==> src/rtl/syn_fifo_flex.sv <==
// Single-clock FIFO with level flags, occupancy count, sticky errors,
// synchronous flush and a selectable first-word-fall-through read port.
module syn_fifo_flex #(
  parameter int FIFO_ENTRIES  = 16,
  parameter int DATA_WIDTH    = 8,
  parameter int AFULL_THRESH  = 12,
  parameter int AEMPTY_THRESH = 4,
  parameter int FWFT          = 0
) (
  input  logic                          clk_i,
  input  logic                          rstn_i,
  input  logic                          clr_i,
  input  logic                          wr_en_i,
  input  logic [DATA_WIDTH-1:0]         wr_data_i,
  input  logic                          rd_en_i,
  output logic [DATA_WIDTH-1:0]         rd_data_o,
  output logic                          rd_valid_o,
  output logic                          fifo_full_o,
  output logic                          fifo_empty_o,
  output logic                          fifo_afull_o,
  output logic                          fifo_aempty_o,
  output logic [$clog2(FIFO_ENTRIES):0] fifo_count_o,
  output logic                          overflow_o,
  output logic                          underflow_o
);

  localparam int AW = $clog2(FIFO_ENTRIES);
  localparam int PW = AW + 1;

  localparam logic [PW-1:0] FULL_CNT = PW'(FIFO_ENTRIES);
  localparam logic [PW-1:0] AF_CNT   = PW'(AFULL_THRESH);
  localparam logic [PW-1:0] AE_CNT   = PW'(AEMPTY_THRESH);

  if (FIFO_ENTRIES < 2 ||
      (FIFO_ENTRIES & (FIFO_ENTRIES - 1)) != 0) begin : g_bad_depth
    $error("syn_fifo_flex: FIFO_ENTRIES must be a power of two >= 2");
  end

  if (AFULL_THRESH < 1 ||
      AFULL_THRESH > FIFO_ENTRIES) begin : g_bad_afull
    $error("syn_fifo_flex: AFULL_THRESH out of range");
  end

  if (AEMPTY_THRESH < 0 ||
      AEMPTY_THRESH > FIFO_ENTRIES - 1) begin : g_bad_aempty
    $error("syn_fifo_flex: AEMPTY_THRESH out of range");
  end

  logic [DATA_WIDTH-1:0] mem [FIFO_ENTRIES];
  logic [PW-1:0]         wr_ptr;
  logic [PW-1:0]         rd_ptr;
  logic [PW-1:0]         count;
  logic                  ovf_q;
  logic                  udf_q;
  logic                  full;
  logic                  empty;
  logic                  wr_acc;
  logic                  rd_acc;

  assign full   = (count == FULL_CNT);
  assign empty  = (count == '0);
  assign wr_acc = wr_en_i & ~full;
  assign rd_acc = rd_en_i & ~empty;

  always_ff @(posedge clk_i or negedge rstn_i) begin
    if (!rstn_i) begin
      wr_ptr <= '0;
      rd_ptr <= '0;
      count  <= '0;
      ovf_q  <= 1'b0;
      udf_q  <= 1'b0;
    end else if (clr_i) begin
      wr_ptr <= '0;
      rd_ptr <= '0;
      count  <= '0;
      ovf_q  <= 1'b0;
      udf_q  <= 1'b0;
    end else begin
      if (wr_acc) wr_ptr <= wr_ptr + 1'b1;
      if (rd_acc) rd_ptr <= rd_ptr + 1'b1;
      if (wr_acc && !rd_acc) count <= count + 1'b1;
      else if (rd_acc && !wr_acc) count <= count - 1'b1;
      if (wr_en_i && full) ovf_q <= 1'b1;
      if (rd_en_i && empty) udf_q <= 1'b1;
    end
  end

  // Storage has no reset; occupancy alone decides what is live.
  always_ff @(posedge clk_i) begin
    if (wr_acc && !clr_i) mem[wr_ptr[AW-1:0]] <= wr_data_i;
  end

  if (FWFT != 0) begin : g_fwft
    assign rd_data_o  = empty ? '0 : mem[rd_ptr[AW-1:0]];
    assign rd_valid_o = ~empty;
  end else begin : g_std
    logic [DATA_WIDTH-1:0] rd_data_q;
    logic                  rd_valid_q;

    always_ff @(posedge clk_i or negedge rstn_i) begin
      if (!rstn_i) begin
        rd_data_q  <= '0;
        rd_valid_q <= 1'b0;
      end else if (clr_i) begin
        rd_valid_q <= 1'b0;
      end else begin
        rd_valid_q <= rd_acc;
        if (rd_acc) rd_data_q <= mem[rd_ptr[AW-1:0]];
      end
    end

    assign rd_data_o  = rd_data_q;
    assign rd_valid_o = rd_valid_q;
  end

  assign fifo_full_o   = full;
  assign fifo_empty_o  = empty;
  assign fifo_afull_o  = (count >= AF_CNT);
  assign fifo_aempty_o = (count <= AE_CNT);
  assign fifo_count_o  = count;
  assign overflow_o    = ovf_q;
  assign underflow_o   = udf_q;

endmodule

==> config.mk <==
export PLATFORM = sky130hd
export DESIGN_NAME = syn_fifo_flex
export DESIGN_NICKNAME = d
export VERILOG_FILES = /design/src/rtl/syn_fifo_flex.sv
export SDC_FILE = /design/constraint.sdc
export NUM_CORES = 1
export LEC_CHECK = 0
export ABC_AREA = 1
export BUFFER_PORTS_ARGS = -buffer_cell sky130_fd_sc_hd__buf_2
export CAP_MARGIN = 40
export CORE_ASPECT_RATIO = 0.7
export CORE_UTILIZATION = 60
export DETAILED_ROUTE_END_ITERATION = 7
export PLACE_DENSITY = 0.88
export RECOVER_POWER = 50
export SYNTH_ARGS = -nofsm -noshare
export SYNTH_HDL_FRONTEND = slang
export SYNTH_SLANG_ARGS = --single-unit
==> constraint.sdc <==
create_clock -name clk_i -period 2.2 [get_ports clk_i]
set_input_delay 0.11 -clock clk_i [delete_from_list [all_inputs] [get_ports clk_i]]
set_output_delay 0.11 -clock clk_i [all_outputs]
set_load 0.1 [all_outputs]
== After elaboration in Yosys (flattened, before gate mapping) ==
Memory sizes are Yosys's and may differ from the RTL's. A register that Yosys moved wholly into a read port is not among the register bits.
Cells that the tools add are included.
Widths: inputs -> output; s select.

* Register bits after elaboration: 18
* RAM bits: 128
* Logic and storage cells: 49
* Memories kept: 1

* Add/sub/neg operators: 4
* Magnitude comparators: 2
* Equal/unequal tests: 1
* Mux-type cells: 14
* Bitwise operators: 5
* Reduce and logical (&&, ||, !) cells: 16

{| class="wikitable"
|+ Memories
! name !! words !! bits a word !! rd ports !! clocked after Yosys merged registers in !! write ports !! line !! source
|-
| mem || 16 || 8 || 1 || 1 || 1 || 49 || <nowiki>logic [DATA_WIDTH-1:0] mem [FIFO_ENTRIES];</nowiki>
|}

{| class="wikitable"
|+ Operators by type and width
! kind !! count
|-
| $mux 5 || 7
|-
| $add 5x1->5 const B || 3
|-
| $reduce_bool 2->1 || 4
|-
| $mux 1 || 7
|-
| $eq 5x5->1 const B || 1
|-
| $ge 5x4->1 const B || 1
|-
| $le 5x3->1 const B || 1
|-
| $logic_and 1x1->1 || 5
|-
| $logic_not 5->1 || 1
|-
| $sub 5x1->5 const B || 1
|-
| $logic_not 1->1 || 4
|-
| $not 1->1 || 3
|-
| $reduce_bool 3->1 || 1
|-
| $and 1x1->1 || 2
|-
| $reduce_and 2->1 || 1
|}

== Logic depth before layout (Yosys ltp) ==
Gate-level depths: netlist of run 1.

* Depth after elaboration: 8
* Gate-level depth with buffers: 15
* Mapped depth without buffers: 15

== Worst setup path before layout of run 1 ==
No wires, ideal clock.

* Path kind: reg-to-output
* Start: reg count[2] (netlist: fifo_count_o[2])
* End: out fifo_afull_o
* Data arrival time: 2.665 ns
* Required time: 2.090 ns
* Setup slack: -0.575 ns
* Cell stages (with the launch flop): 3
* Buffers on the path: 0
* Cell sequence: dfrtp_1 inv_1 a21oi_1

* Cells in the longest elaborated chain, start to end: 1

{| class="wikitable"
|+ RTL lines
! item !! line !! source
|-
| start, declared || 52 || <nowiki>logic [PW-1:0] count;</nowiki>
|-
| start signal, assigned || 81 || <nowiki>if (wr_acc && !rd_acc) count <= count + 1'b1;</nowiki>
|-
| start signal, assigned || 82 || <nowiki>else if (rd_acc && !wr_acc) count <= count - 1'b1;</nowiki>
|-
| $ge 5x4->1 || 118 || <nowiki>assign fifo_afull_o = (count >= AF_CNT);</nowiki>
|-
| end, declared || 20 || <nowiki>output logic fifo_afull_o,</nowiki>
|}

No other way between the ends.

== Worst setup path after layout of run 1 ==
* Start: reg count[1] (netlist: fifo_count_o[1])
* End: reg count[4] (netlist: fifo_count_o[4])

* Cells in the longest elaborated chain, start to end: 7
* Elaborated cells on any way between the ends: 16
* Classes of those cells: 2 x add/sub; 1 x eq/ne; 3 x mux; 4 x bitwise; 6 x reduce/logical

{| class="wikitable"
|+ RTL lines
! item
|-
| parallel branches: the longest is 7 deep, another holds $sub 5x1->5
|}

Parallel ways; which one is timed is not known. The select of a mux whose other input is x is not followed.
A chain may end at the register's enable or synchronous reset.

==> run metrics, run 1 <==
sequential area share after synthesis around two thirds; highest clock rate between 0.4 and 0.5 GHz; die width 128 um; leakage power between 3 and 4 nW; Worst Setup End Kind flip-flop; Max IR drop VDD 0.000871 V; Post-Syn Instances 650; first-pass GRT wire length 24000 um; slew margin rel. approximately 8.2%; initial drt markers roughly 570; ys async rst share 15.8%; CP max FO 6; Via Count 4829; Initial Util between 60% and 70%; CTS tree yes; Slew Viols, Final 0; Worst-Skew Late Latency approximately 420 ps; number of CTS-inserted buffers 17; Setup Fix Bufs, Post-CTS 0; initial antenna violation count 0; H-Tree Level Count 4; Synth top area share 57.4%; RSZ-0062 raised after global routing no; CTS Buffer Depth 2; Die ar. around 0.012 mm2; maxcap violations 0; Power Density 1270 mW/mm2; clock transition at the registers of the reported paths ~60 ps; Synth area leaders edfxtp_1, nand2_1, dfrtp_1; cell mode on critical path nand2_1; reg-to-reg slack, setup between 150 and 200 ps; Ant. Diodes 0; DP HPWL between 9000 and 10000 um; status finished clean; GP Congestion approximately 0.97; Bufs and invs on worst path 2; EDFF count, synth between 100 and 150; Nets approximately 700; Layout area overhead 13.1%; Synth Cell Area 0.00670 mm2; total gr overflow 0; share of layout cells above drive strength 1 approximately 12%; count of cell types in the netlist 26; CTS sink count 152; residual DRC count 0; crit path cell chain nor2_4 -> nand3_2 -> nand2_4 -> inv_2 -> nand2_4 -> ha_1 -> a21oi_2 -> nand3_1 -> nand2_1 -> inv_1 -> nand2_1 -> nand2_1 -> nand2_1 -> nand2_1; critical path arrival 2360 ps; Setup CP Type flip-flop to flip-flop; Power, Total between 9 and 10 mW; top-count cell post-synth nand2_1; YS warnings 0; io pins 33; antenna-violating nets left 0; slowest CP cell dfrtp_4; Final Setup Violations 0; Fin Setup TNS 0 ps; Hold Violations, Final 0; Hold Slack 33.7 ps; total detailed-routing wirelength between 15000 and 20000 um; pin count of the biggest net entering global routing 67; crit-path max cell delay around 510 ps; Synth area leader edfxtp_1; Total GRT Usage roughly 29%; drt wl/cell approximately 18 um; CORE AREA 0.0106 mm2; vias in the first global route between 4000 and 5000; Top Family by Delay on Critical Path simple AND/OR/NAND/NOR gates; Syn Nets between 600 and 700; Synth Area per Inst roughly 10 um2; Hold Crit Class primary input to flip-flop; DRT Pass-1 Iters 7; most used flip-flop cell after synthesis edfxtp_1; Worst Tran Pin Value ~1400 ps; row count 31; Final period util 93.1%; flops & latches, synth between 150 and 200; PortBufs 32; Layout Skew ~9 ps; clock root buffer master clkbuf_16; startpoint types flip-flop; min cycle time layout roughly 2000 ps; Req. time, crit path roughly 2500 ps; via/cell ratio 5.68; synth cell count leaders nand2_1, edfxtp_1, nand3_1; Die Y-Extent roughly 90 um
[sequential cells by signal (all words and copies together), names as in the netlist]
| name | flops |
|---|---|
| mem | 128 |
| rd_data_o | 8 |
| fifo_count_o | 5 |
| rd_ptr | 4 |
| wr_ptr | 4 |
| overflow_o | 1 |
| rd_valid_o | 1 |
| underflow_o | 1 |
[area by class of cell]
type	instances	area, um2
clock buffer	24	536
clock inverter	8	52.6
tap	148	185
fill	723	3010
multi-input combinational	421	1890
inverter	50	188
sequential	152	4460
timing repair buffer	47	263
[kinds of logic (layout without fill, tap and decap cells)]
family | count (synthesis) | count (layout) | synth area share (%)
xor+xnor | 2 | 2 | 0.261
fa+ha+maj | 10 | 10 | 1.98
buf+inv | 77 | 129 | 5.77
compound gates | 24 | 24 | 1.89
simple gates | 385 | 385 | 23.8
flops | 152 | 152 | 66.3
[metrics by stage]
step	setup WS [ps]	area (um2)	cells	util, %
floorplan	1.82	6720	650	-
global placement	114	6960	815	65.7
detailed placement	52.7	6960	815	65.7
CTS	43.7	7570	850	71.5
global route	6.77	7570	850	71.5
finish	152	7570	850	71.5
[final timing paths]
check,start,end,depth (start not counted)
min,wr_en_i,overflow_o,3
min reg2reg,rd_data_o[6],rd_data_o[6],2
max reg2reg,fifo_count_o[1],fifo_count_o[4],14
min in group asynchronous,rstn_i,rd_data_o[5],2
max,fifo_count_o[1],fifo_count_o[4],14
max in group asynchronous,rstn_i,fifo_count_o[1],2
[routing by layer]
metal  vias up  wire length [um]  part of all wire [%]  track usage (%)
li1       2216                 -                     -                -
met1      2271              6170                    40             38.7
met2       310              7400                    48             43.8
met3        32              1620                    10             8.41
met4         0               307                   2.0             10.4
met5         -                 0                     0                0
[report_power, final]
part,switching (mW),total (mW),leakage (nW),internal (mW)
clock network,1.14,2.85,0.293,1.71
registers,0.156,3.46,1.46,3.31
logic,2.57,3.27,1.43,0.698
total,3.87,9.59,3.19,5.72
[worst register-to-register path, stage by stage, from the launching register on]
cell,delay [ps]
dfrtp_4,510
nor2_4,170
nand3_2,120
nand2_4,110
inv_2,80
nand2_4,100
ha_1,280
a21oi_2,160
nand3_1,80
nand2_1,90
inv_1,40
nand2_1,50
nand2_1,50
nand2_1,60
nand2_1,40
[layout by cell type, fill, tap and decap left out]
cell and instances:
nor2_1 38, clkbuf_8 2, o21ai_0 11, inv_6 2
o21ai_1 4, xor2_1 2, clkbuf_16 20, inv_2 5
dfrtp_2 3, nand3_1 75, dfrtp_4 3, nor3_1 2
a21oi_2 3, o21a_1 1, clkbuf_1 16, a21oi_1 5
clkinv_2 3, dlygate4sd3_1 3, inv_1 43, nand2_4 3
inv_4 2, nand2_1 259, buf_2 18, nor2_4 2
dfrtp_1 18, clkinvlp_4 1, edfxtp_1 128, nor2_2 2
fa_2 1, ha_1 9, nand3_2 3, nand2_2 1
buf_4 12, clkinv_1 2
[what timing repair did]
item | CTS | global route
hold endpoints to repair | 26 | 0
gates resized for setup | 0 | 5
endpoints found under the setup margin | 0 | 1
hold buffers | 3 | 0
(Power assumes the default switching activity.)
==> run 2: changes to the inputs <==
Settings changed: CORE_MARGIN set to 5.
==> run metrics, run 2 (synthesis results as in run 1) <==
initial antenna violation count 0 (unchanged); DRT Pass-1 Iters 5 (-2); min cycle time layout 2110 ps (+64.6 ps); Power Density 1270 mW/mm2 (+0.48%); PortBufs 32 (unchanged); slowest CP cell dfrtp_4; crit path cell chain nor2_4 -> nand3_2 -> nand2_4 -> inv_2 -> nand2_4 -> ha_1 -> a21oi_2 -> nand3_1 -> nand2_1 -> inv_1 -> nand2_1 -> nand2_1 -> nand2_1 -> nand2_1; Worst Tran Pin Value 1360 ps (-16.8 ps); Bufs and invs on worst path 2 (unchanged); clock transition at the registers of the reported paths 60 ps (about the same); Layout Skew 9.35 ps (+0.322 ps); max reg flops 128 (unchanged); CTS sink count 152 (unchanged); Final Setup Violations 0 (unchanged); first-pass GRT wire length 24200 um (+0.92%); slew margin rel. 9.30% (+1.1 points); Via Count 4801 (-0.58%); Placed Instances 821 (+0.74%); highest clock rate 0.473 GHz (-3.1%); die width 136 um (+6.2%); pin count of the biggest net entering global routing 41 (-39%); Hold Violations, Final 0 (unchanged); total detailed-routing wirelength 15300 um (-1.3%); critical path arrival 2410 ps (+50 ps); vias in the first global route 4644 (+0.89%); drt wl/cell 17.8 um (-2.3%); Total GRT Usage 24.0% (-4.5 points); crit-path max cell delay 520 ps (about the same); Worst-Skew Late Latency 420 ps (about the same); DP HPWL 9380 um (-2.2%); CTS tree yes; total gr overflow 0 (unchanged); Req. time, crit path 2500 ps (-20 ps); Setup CP Type flip-flop to flip-flop; row count 32 (+3.2%); initial drt markers 646 (+14%); Die ar. 0.0134 mm2 (+16%); most common cell after layout, fill and taps aside nand2_1; Nets 716 (+0.56%); fin cells 859 (+1.1%); Ant. Diodes 0 (unchanged); status finished clean; Die Y-Extent 98.4 um (+8.8%); Fillers 748 (+3.5%); Worst Setup End Kind flip-flop; residual DRC count 0 (unchanged); H-Tree Level Count 4 (unchanged); maxcap violations 0 (unchanged); GP Congestion 0.974 (+0.45%); via/cell ratio 5.59 (-1.6%); share of layout cells above drive strength 1 12.6% (+0.36 points); clock root buffer master clkbuf_16; CORE AREA 0.0110 mm2 (+3.6%); Initial Util 61.1% (-2.2 points); Power, Total 9.71 mW (+1.3%); CTS Buffer Depth 2 (unchanged); Slew Viols, Final 0 (unchanged); io pins 33 (unchanged); CP max FO 6 (unchanged); Final period util 96.0% (+2.9 points); Layout area overhead 13.9%; Top Family by Delay on Critical Path simple AND/OR/NAND/NOR gates; number of CTS-inserted buffers 17 (unchanged); Hold Crit Class primary input to flip-flop; antenna-violating nets left 0 (unchanged); most frequent cells in the layout nand2_1, edfxtp_1, nand3_1; startpoint types flip-flop; leakage power 3.22 nW (+1.1%); Max IR drop VDD 0.000795 V (-8.8%); cell mode on critical path nand2_1
-- run 2: metrics by stage --
step	worst slack (ps)	cell area [um2]	setup TNS [ps]	utilization (%)	hold slack, ps
CTS	55.5	7630	0	69.5	98.3
detailed placement	-14.7	6970	-14.7	63.5	125
global route	-21.5	7630	-21.5	69.6	226
floorplan	1.82	6720	0	-	-186
finish	87.3	7630	0	69.6	212
global placement	114	6970	0	63.5	116
-- run 2: worst register-to-register path: cells and delay by family, from the launching register on --
kind | cells | cell delay (ps)
adder cells (fa/ha/maj) | 1 | 280
AO/OA/AOI/OAI | 1 | 180
flip-flops | 1 | 520
AND/OR/NAND/NOR | 10 | 890
buffers and inverters | 2 | 130
-- run 2: metal layers --
layer	track usage [%]	vias to the layer above	share of wire [%]
li1	-	2221	-
met1	31.6	2257	38
met2	38.3	283	49
met3	7.55	40	11
met4	8.21	0	2.2
met5	0	-	0
-- run 2: timing repair --
item	in CTS	in global routing
pin swaps	0	2
endpoints found under the hold margin	26	0
hold buffers	4	0
setup buffers	0	2
setup endpoints to repair	1	1
resized for setup	1	3
-- run 2: path summary, 6_finish.rpt --
check / cells past startpoint / slack [ps] / to / startpoint
min in group asynchronous: 2 / 530 / rd_data_o[2] / rstn_i
max in group asynchronous: 2 / 700 / fifo_count_o[4] / rstn_i
worst max register to register: 14 / 90 / fifo_count_o[4] / fifo_count_o[1]
worst min register to register: 2 / 480 / rd_data_o[6] / rd_data_o[6]
worst max-delay path: 14 / 90 / fifo_count_o[4] / fifo_count_o[1]
worst min-delay path: 5 / 210 / rd_ptr[1] / rd_en_i
-- run 2: final cells by class --
cell class | count | area [um2] | area share (%)
clock buffer | 21 | 514 | 6.74
clock inverter | 11 | 98.8 | 1.29
inverter | 50 | 188 | 2.46
multi-input combinational | 421 | 1890 | 24.7
sequential | 152 | 4460 | 58.4
tap | 153 | 191 | 2.51
timing repair buffer | 51 | 294 | 3.85
-- run 2: report_power, final --
group	internal, mW	switching, mW
combinational	0.713	2.56
sequential	3.31	0.184
clock	1.80	1.14
